[src/rtl/mult_div_seq.sv]
// mult_div_seq: iterative shift-add multiplier / restoring divider with start/busy/done handshake.
module mult_div_seq #(
    parameter int WIDTH = 32
) (
    input  logic             clock,
    input  logic             reset,
    input  logic             start_mult,
    input  logic             start_div,
    input  logic             is_signed,
    input  logic [WIDTH-1:0] op_a,
    input  logic [WIDTH-1:0] op_b,
    output logic             busy,
    output logic             done,
    output logic             div_zero,
    output logic [WIDTH-1:0] hi_out,
    output logic [WIDTH-1:0] lo_out
);
    localparam int CW = $clog2(WIDTH + 1);
    typedef enum logic [1:0] {IDLE, MULT, DIV, FINISH} state_t;
    state_t           state;
    logic [WIDTH-1:0] mag_b, wh, wl, abs_a, abs_b;
    logic [CW-1:0]    cnt;
    logic             neg_q, neg_r, is_div, dz, sa, sb;
    logic [WIDTH:0]   sum, trial, diff;
    always_comb begin
        sa    = is_signed & op_a[WIDTH-1];
        sb    = is_signed & op_b[WIDTH-1];
        abs_a = sa ? -op_a : op_a;
        abs_b = sb ? -op_b : op_b;
        sum   = wl[0] ? {1'b0, wh} + {1'b0, mag_b} : {1'b0, wh};
        trial = {wh, wl[WIDTH-1]};
        diff  = trial - {1'b0, mag_b};
    end
    // wh/wl hold the running product halves during MULT and remainder/quotient during DIV
    always_ff @(posedge clock) begin
        if (reset) begin
            state    <= IDLE;
            busy     <= 1'b0;
            done     <= 1'b0;
            div_zero <= 1'b0;
            hi_out   <= '0;
            lo_out   <= '0;
            mag_b    <= '0;
            wh       <= '0;
            wl       <= '0;
            cnt      <= '0;
            neg_q    <= 1'b0;
            neg_r    <= 1'b0;
            is_div   <= 1'b0;
            dz       <= 1'b0;
        end else begin
            case (state)
                IDLE: begin
                    done <= 1'b0;
                    if (start_mult || start_div) begin
                        busy     <= 1'b1;
                        div_zero <= 1'b0;
                        is_div   <= !start_mult;
                        dz       <= !start_mult && op_b == '0;
                        neg_q    <= sa ^ sb;
                        neg_r    <= sa;
                        mag_b    <= abs_b;
                        wh       <= '0;
                        wl       <= abs_a;
                        cnt      <= CW'(WIDTH);
                        state    <= start_mult ? MULT : (op_b == '0 ? FINISH : DIV);
                    end
                end
                MULT: begin
                    {wh, wl} <= {sum, wl[WIDTH-1:1]};
                    cnt      <= cnt - 1'b1;
                    if (cnt == CW'(1)) state <= FINISH;
                end
                DIV: begin
                    wh    <= diff[WIDTH] ? trial[WIDTH-1:0] : diff[WIDTH-1:0];
                    wl    <= {wl[WIDTH-2:0], !diff[WIDTH]};
                    cnt   <= cnt - 1'b1;
                    if (cnt == CW'(1)) state <= FINISH;
                end
                FINISH: begin
                    busy  <= 1'b0;
                    done  <= 1'b1;
                    state <= IDLE;
                    if (dz) div_zero <= 1'b1;
                    else if (is_div) begin
                        lo_out <= neg_q ? -wl : wl;
                        hi_out <= neg_r ? -wh : wh;
                    end else {hi_out, lo_out} <= neg_q ? -{wh, wl} : {wh, wl};
                end
                default: state <= IDLE;
            endcase
        end
    end
endmodule

[config.mk]
export PLATFORM = sky130hd
export DESIGN_NAME = mult_div_seq
export DESIGN_NICKNAME = d
export VERILOG_FILES = /design/src/rtl/mult_div_seq.sv
export SDC_FILE = /design/constraint.sdc
export NUM_CORES = 1
export LEC_CHECK = 0
export CORE_MARGIN = 2
export CORE_UTILIZATION = 45
export DETAILED_ROUTE_END_ITERATION = 10
export PLACE_DENSITY_LB_ADDON = 0.12
export RECOVER_POWER = 50
export SYNTH_ARGS = -nofsm -noshare
export SYNTH_HDL_FRONTEND = slang
export SYNTH_SLANG_ARGS = --single-unit
[constraint.sdc]
create_clock -name clock -period 4.5 [get_ports clock]
set_clock_uncertainty 0.15 [all_clocks]
set_input_delay 0.9 -clock clock [delete_from_list [all_inputs] [get_ports clock]]
set_output_delay 0.9 -clock clock [all_outputs]
set_load 0.01 [all_outputs]
## Word level (Yosys, flattened, before mapping)

Cells that the tools add are included.
Widths: inputs -> output; s select.

- Register bits: 175
- Logic and storage cells: 76

- Equal/unequal tests: 7
- Muxes and demuxes: 26
- Add/sub/neg operators: 8
- Reductions and logical operators: 17
- Bitwise operators: 4

Operator list:

| kind | number |
|---|---|
| $mux 32 | 9 |
| $pmux 32 s3 | 2 |
| $neg 32->32 | 4 |
| $mux 64 | 1 |
| $neg 64->64 | 1 |
| $add 32x32->33 | 1 |
| $mux 33 | 1 |
| $sub 33x32->33 | 1 |
| $logic_not 32->1 | 1 |
| $pmux 6 s2 | 1 |
| $reduce_and 2->1 | 6 |
| $eq 6x1->1 const B | 1 |
| $mux 2 | 3 |
| $mux 6 | 1 |
| $pmux 1 s2 | 3 |
| $pmux 2 s3 | 1 |
| $sub 6x1->6 const B | 1 |
| $eq 2x2->1 const B | 2 |
| $mux 1 | 4 |
| $ne 2x2->1 const B | 2 |
| $reduce_bool 2->1 | 2 |
| $reduce_and 3->1 | 1 |
| $reduce_bool 3->1 | 1 |
| $and 1x1->1 | 2 |
| 9 further kinds | 10 |

## Logic depth before layout (Yosys ltp)

- Depth after elaboration: 5
- Depth in mapped cells: 14

## Worst setup path before layout

No wires, ideal clock.

- Path kind: reg-to-reg
- Start: register wh[0]
- End: register wh[27]
- Path buffers: 1
- Stages on the path, launching flop included: 13
- Arrival time: 3,438 ps
- Path slack: 790 ps
- Data required time: 4,228 ps
- Library setup time: 122 ps
- Path through: dfxtp_1 > clkbuf_1 > inv_1 > fa_1 > nand2b_1 > a21o_1 > a21o_1 > a2111o_1 > a31oi_1 > nor3_1 > nor2_1 > mux2_2 > a221o_1

- Cells in the longest elaborated chain, start to end: 3
- Elaborated cells on any way between the ends: 5
- Those cells by class: add/sub (2); mux (3)

Ends and longest elaborated chain:

| element | line | text |
|---|---|---|
| start: declaration | 21 | `logic [WIDTH-1:0] mag_b, wh, wl, abs_a, abs_b;` |
| start signal: assignment | 70 | `{wh, wl} <= {sum, wl[WIDTH-1:1]};` |
| start signal: assignment | 75 | `wh <= diff[WIDTH] ? trial[WIDTH-1:0] : diff[WIDTH-1:0];` |
| $sub 33x32->33 / $add 32x32->33 (equally long branches) | 32, 30 |  |
| $mux 32 / $mux 33 (equally long branches) | 75, 30 |  |
| $pmux 32 s3 * | 52 | `case (state)` |

Mark *: on every way between the ends. The rest lies on a longest branch, timed or not.
A chain may end at the register's enable or synchronous reset.

## Worst setup path after layout

- Start: register mag_b[0]
- End: register wh[29]

- Cells in the longest elaborated chain, start to end: 3
- Elaborated cells on any way between the ends: 5
- Those cells by class: add/sub (2); mux (3)

Ends and longest elaborated chain:

| element | line | text |
|---|---|---|
| start: declaration | 21 |  |
| start signal: assignment | 62 | `mag_b <= abs_b;` |
| $sub 33x32->33 / $add 32x32->33 (equally long branches) | 32, 30 |  |
| $mux 32 / $mux 33 (equally long branches) | 75, 30 |  |
| $pmux 32 s3 * | 52 |  |

Marked as above.

==> out/results.ini <==
[status]
status = finished, violations left
violations = max-capacitance violations, max-slew violations

[drt]
ant_nets = 0
drt-total-wl_um = 47520
post_drt_wl_per_cell_um = 20.07
drt_iter0_markers = 1489
dr_total_vias = 14540
dr.pass1.iters = 6
post-route-drc-count = 0
routed_via_density = 6.140

[power_and_ir_drop]
seqPwrFrac_pct = 29.6
p_int_mw = 4.275
power.switching_mw = 3.468
p_sw_share_pct = 44.79
power-per-cell-area_nw_per_um2 = 468.9
leakagePower_nw = 6.516
ir_worst_vdd_mv = 0.3239
combPwrFrac_pct = 48.9
pwr-share-clk_pct = 21.5

[worst_setup_path]
crit_path_cell_trace = ha_1 -> fa_1 -> a21oi_1 -> o21ai_0 -> o21ai_0 -> a21boi_0 -> a211oi_1 -> nor4_1 -> o21ai_0 -> mux2i_1 -> o211ai_1
crit_arrival_ps = 4240
required_ps = 4690
cp-end-kind = flop
cpMaxStageDelayCell = a211oi_1
path_max_fanout = 6
max_stage_delay_ps = 830
crit_path_start_kind = flop
path_class = reg2reg
cp_common_cell = o21ai_0

[timing]
layout_min_cycle_time_ps = 4050
rsz0062_at_grt = false
maxSlewHeadroom_pct = -57.82
setup_viol = 0
final_max_slew_viol_count = 94
period_share_pct = 90.00
fmax_mhz = 246.9
fin_setup_tns_ps = 0
finalHoldViolations = 0
tightest_slew_ps = 2367

[clock_network]
clkLatencyLatePin_ps = 460
clock_tree.root_cell = clkbuf_16
clk_path_buf_depth = 2
numCtsBuffers = 17
htreeDepth = 4
hold_buffers = 0
cts_resized = 0
clk_pin_slew_worst_paths_ps = 80
cts_tree = yes
cts_setup_buffers = 0
cts_sinks = 175

[global_route]
grt_antenna_before_repair = 0
grt_start_max_net_pins = 77
grt_pass1_vias = 13370
grt_pass1_wl_um = 74410
grt.total_usage_pct = 28.44
overflow = 0

[logic_synthesis]
synth_edf_count = 0
synth-seq-area-share_pct = 24.99
synth_top_area_share_pct = 24.99
yosys.area.top_type = dfxtp_1
synth_top_flop_cell = dfxtp_1
syn_area_per_cell_um2 = 7.489
yosys_warnings = 0
ys_ff_latch = 175
netlist_area_um2 = 14020
synthCells = 1872
synth_cell_types = 75
syn_nets = 2018
synthTopCellsByArea = dfxtp_1 25%, ha_1 6.7%, a21oi_1 5.8%
ys_async_sr_fraction_pct = 0

[floorplan]
start_util_pct = 45.71
ios = 136
coreArea_um2 = 30670
num_rows = 64
die_w_um = 180.5
die-area_um2 = 32580
die_height_um = 180.5

[finish]
area_growth_pct = 17.80
fill_cells = 2992
fin_nets = 2105
antenna_cells = 0
fin_util_pct = 53.85
stdcell_area_um2 = 16510
final_layout_size_suffix_gt1_share_pct = 6.237

[flow_run]
maxCapViolations = 4

[worst_hold_path]
min_path_type = reg2reg

[placed_design]
placed_area_um2 = 15890
portBuffers = 135
dpl.hpwl_um = 36050
routabilityCongestion = 0.9652

worst paths after layout:
| kind | startpoint | to | slack, ps | cells past startpoint |
|---|---|---|---|---|
| setup / recovery | mag_b[0] | wh[29] | 450 | 11 |
| hold / removal | hi_out[7] | hi_out[7] | 300 | 2 |
| setup reg to reg | mag_b[0] | wh[29] | 450 | 11 |
| hold reg to reg | hi_out[7] | hi_out[7] | 300 | 2 |
synthesized netlist by cell type (35+ instances only):
cell and instances:
nand2_1 178, nor3_1 51, o21ai_0 96, clkbuf_1 113, xnor2_1 72, dfxtp_1 175
nor2_1 176, a211oi_1 75, inv_1 64, nand3_1 67, or3_1 35, xor2_1 88
ha_1 75, a21oi_1 162
registers in the layout (all words and copies together) (netlist names):
signal / flops
hi_out: 32
lo_out: 32
mag_b: 32
wh: 32
wl: 32
cnt: 6
state: 2
busy: 1
div_zero: 1
done: 1
dz: 1
is_div: 1
neg_q: 1
neg_r: 1
power groups by stage:
stage	clock network (mW)	registers, mW	logic [mW]
after floorplan	0	2.11	2.78
after global placement	0	2.30	3.71
after detailed placement	0	2.31	3.76
after CTS	1.69	2.27	3.78
after global routing	1.75	2.33	4.18
final	1.67	2.29	3.78
critical path, delay by kind of cell (launching register included):
family / cells / cell delay (ps)
adder cells (fa/ha/maj): 2 / 680
AO/OA/AOI/OAI: 7 / 2360
multiplexers: 1 / 250
AND/OR/NAND/NOR: 1 / 120
flip-flops: 1 / 380
metal layers:
layer / vias up / GRT usage (%) / wire length [um]
li1: 7097 / - / -
met1: 6809 / 41.90 / 22520
met2: 587 / 43.71 / 20420
met5: - / 0 / 0
met4: 0 / 6.032 / 689
met3: 46 / 4.305 / 3887
final cells by class:
class / count / area [um2] / share of cell area, %
Multi-Input combinational cell: 1501 / 9781 / 59.22
Sequential cell: 175 / 3503 / 21.21
Timing Repair Buffer: 199 / 1847 / 11.18
Tap cell: 396 / 495.5 / 3.000
Clock buffer: 19 / 452.9 / 2.743
Inverter: 65 / 244.0 / 1.477
Clock inverter: 13 / 191.4 / 1.159
cell usage in the layout, fill, tap and decap left out, types with 10 or more instances in the layout:
master	count
nand2_1	178
nor2_1	176
or3_1	35
a211o_1	20
or4_1	21
inv_1	64
o21ai_0	97
a221oi_1	26
nand4_1	14
nand3_1	67
o21a_1	14
nor4_1	16
ha_1	75
and3_1	13
clkdlybuf4s50_1	65
xnor2_1	72
mux2i_1	25
buf_4	61
a21o_1	32
a22oi_1	13
o31ai_1	31
o41ai_1	20
xor2_1	88
nor2b_1	11
a211oi_1	75
dlygate4sd3_1	69
dfxtp_1	175
clkbuf_16	17
o211ai_1	18
nor3_1	50
a21oi_1	162
a31oi_1	11
a221o_1	10
nand2b_1	16
through the flow:
step | setup WS [ps] | hold WS (ps) | power, mW | instances
global placement | 204.3 | 288.2 | 6.013 | 2336
global route | 184.1 | 330.3 | 8.260 | 2368
finish | 450.2 | 298.2 | 7.744 | 2368
CTS | 581.7 | 301.9 | 7.736 | 2368
floorplan | 790.0 | 299.2 | 4.894 | 1872
detailed placement | 150.6 | 293.6 | 6.064 | 2336
logic make-up (layout without fill, tap and decap cells):
family,after synthesis,after routing,share of synthesized area (%)
compound gates,602,602,28.81
xor+xnor,160,160,9.996
fa+ha+maj,77,77,6.979
buf+inv,196,296,5.364
flops,175,175,24.99
mux,32,32,2.347
simple gates,630,630,21.52
Note: power is estimated with default switching activity, not from simulation.
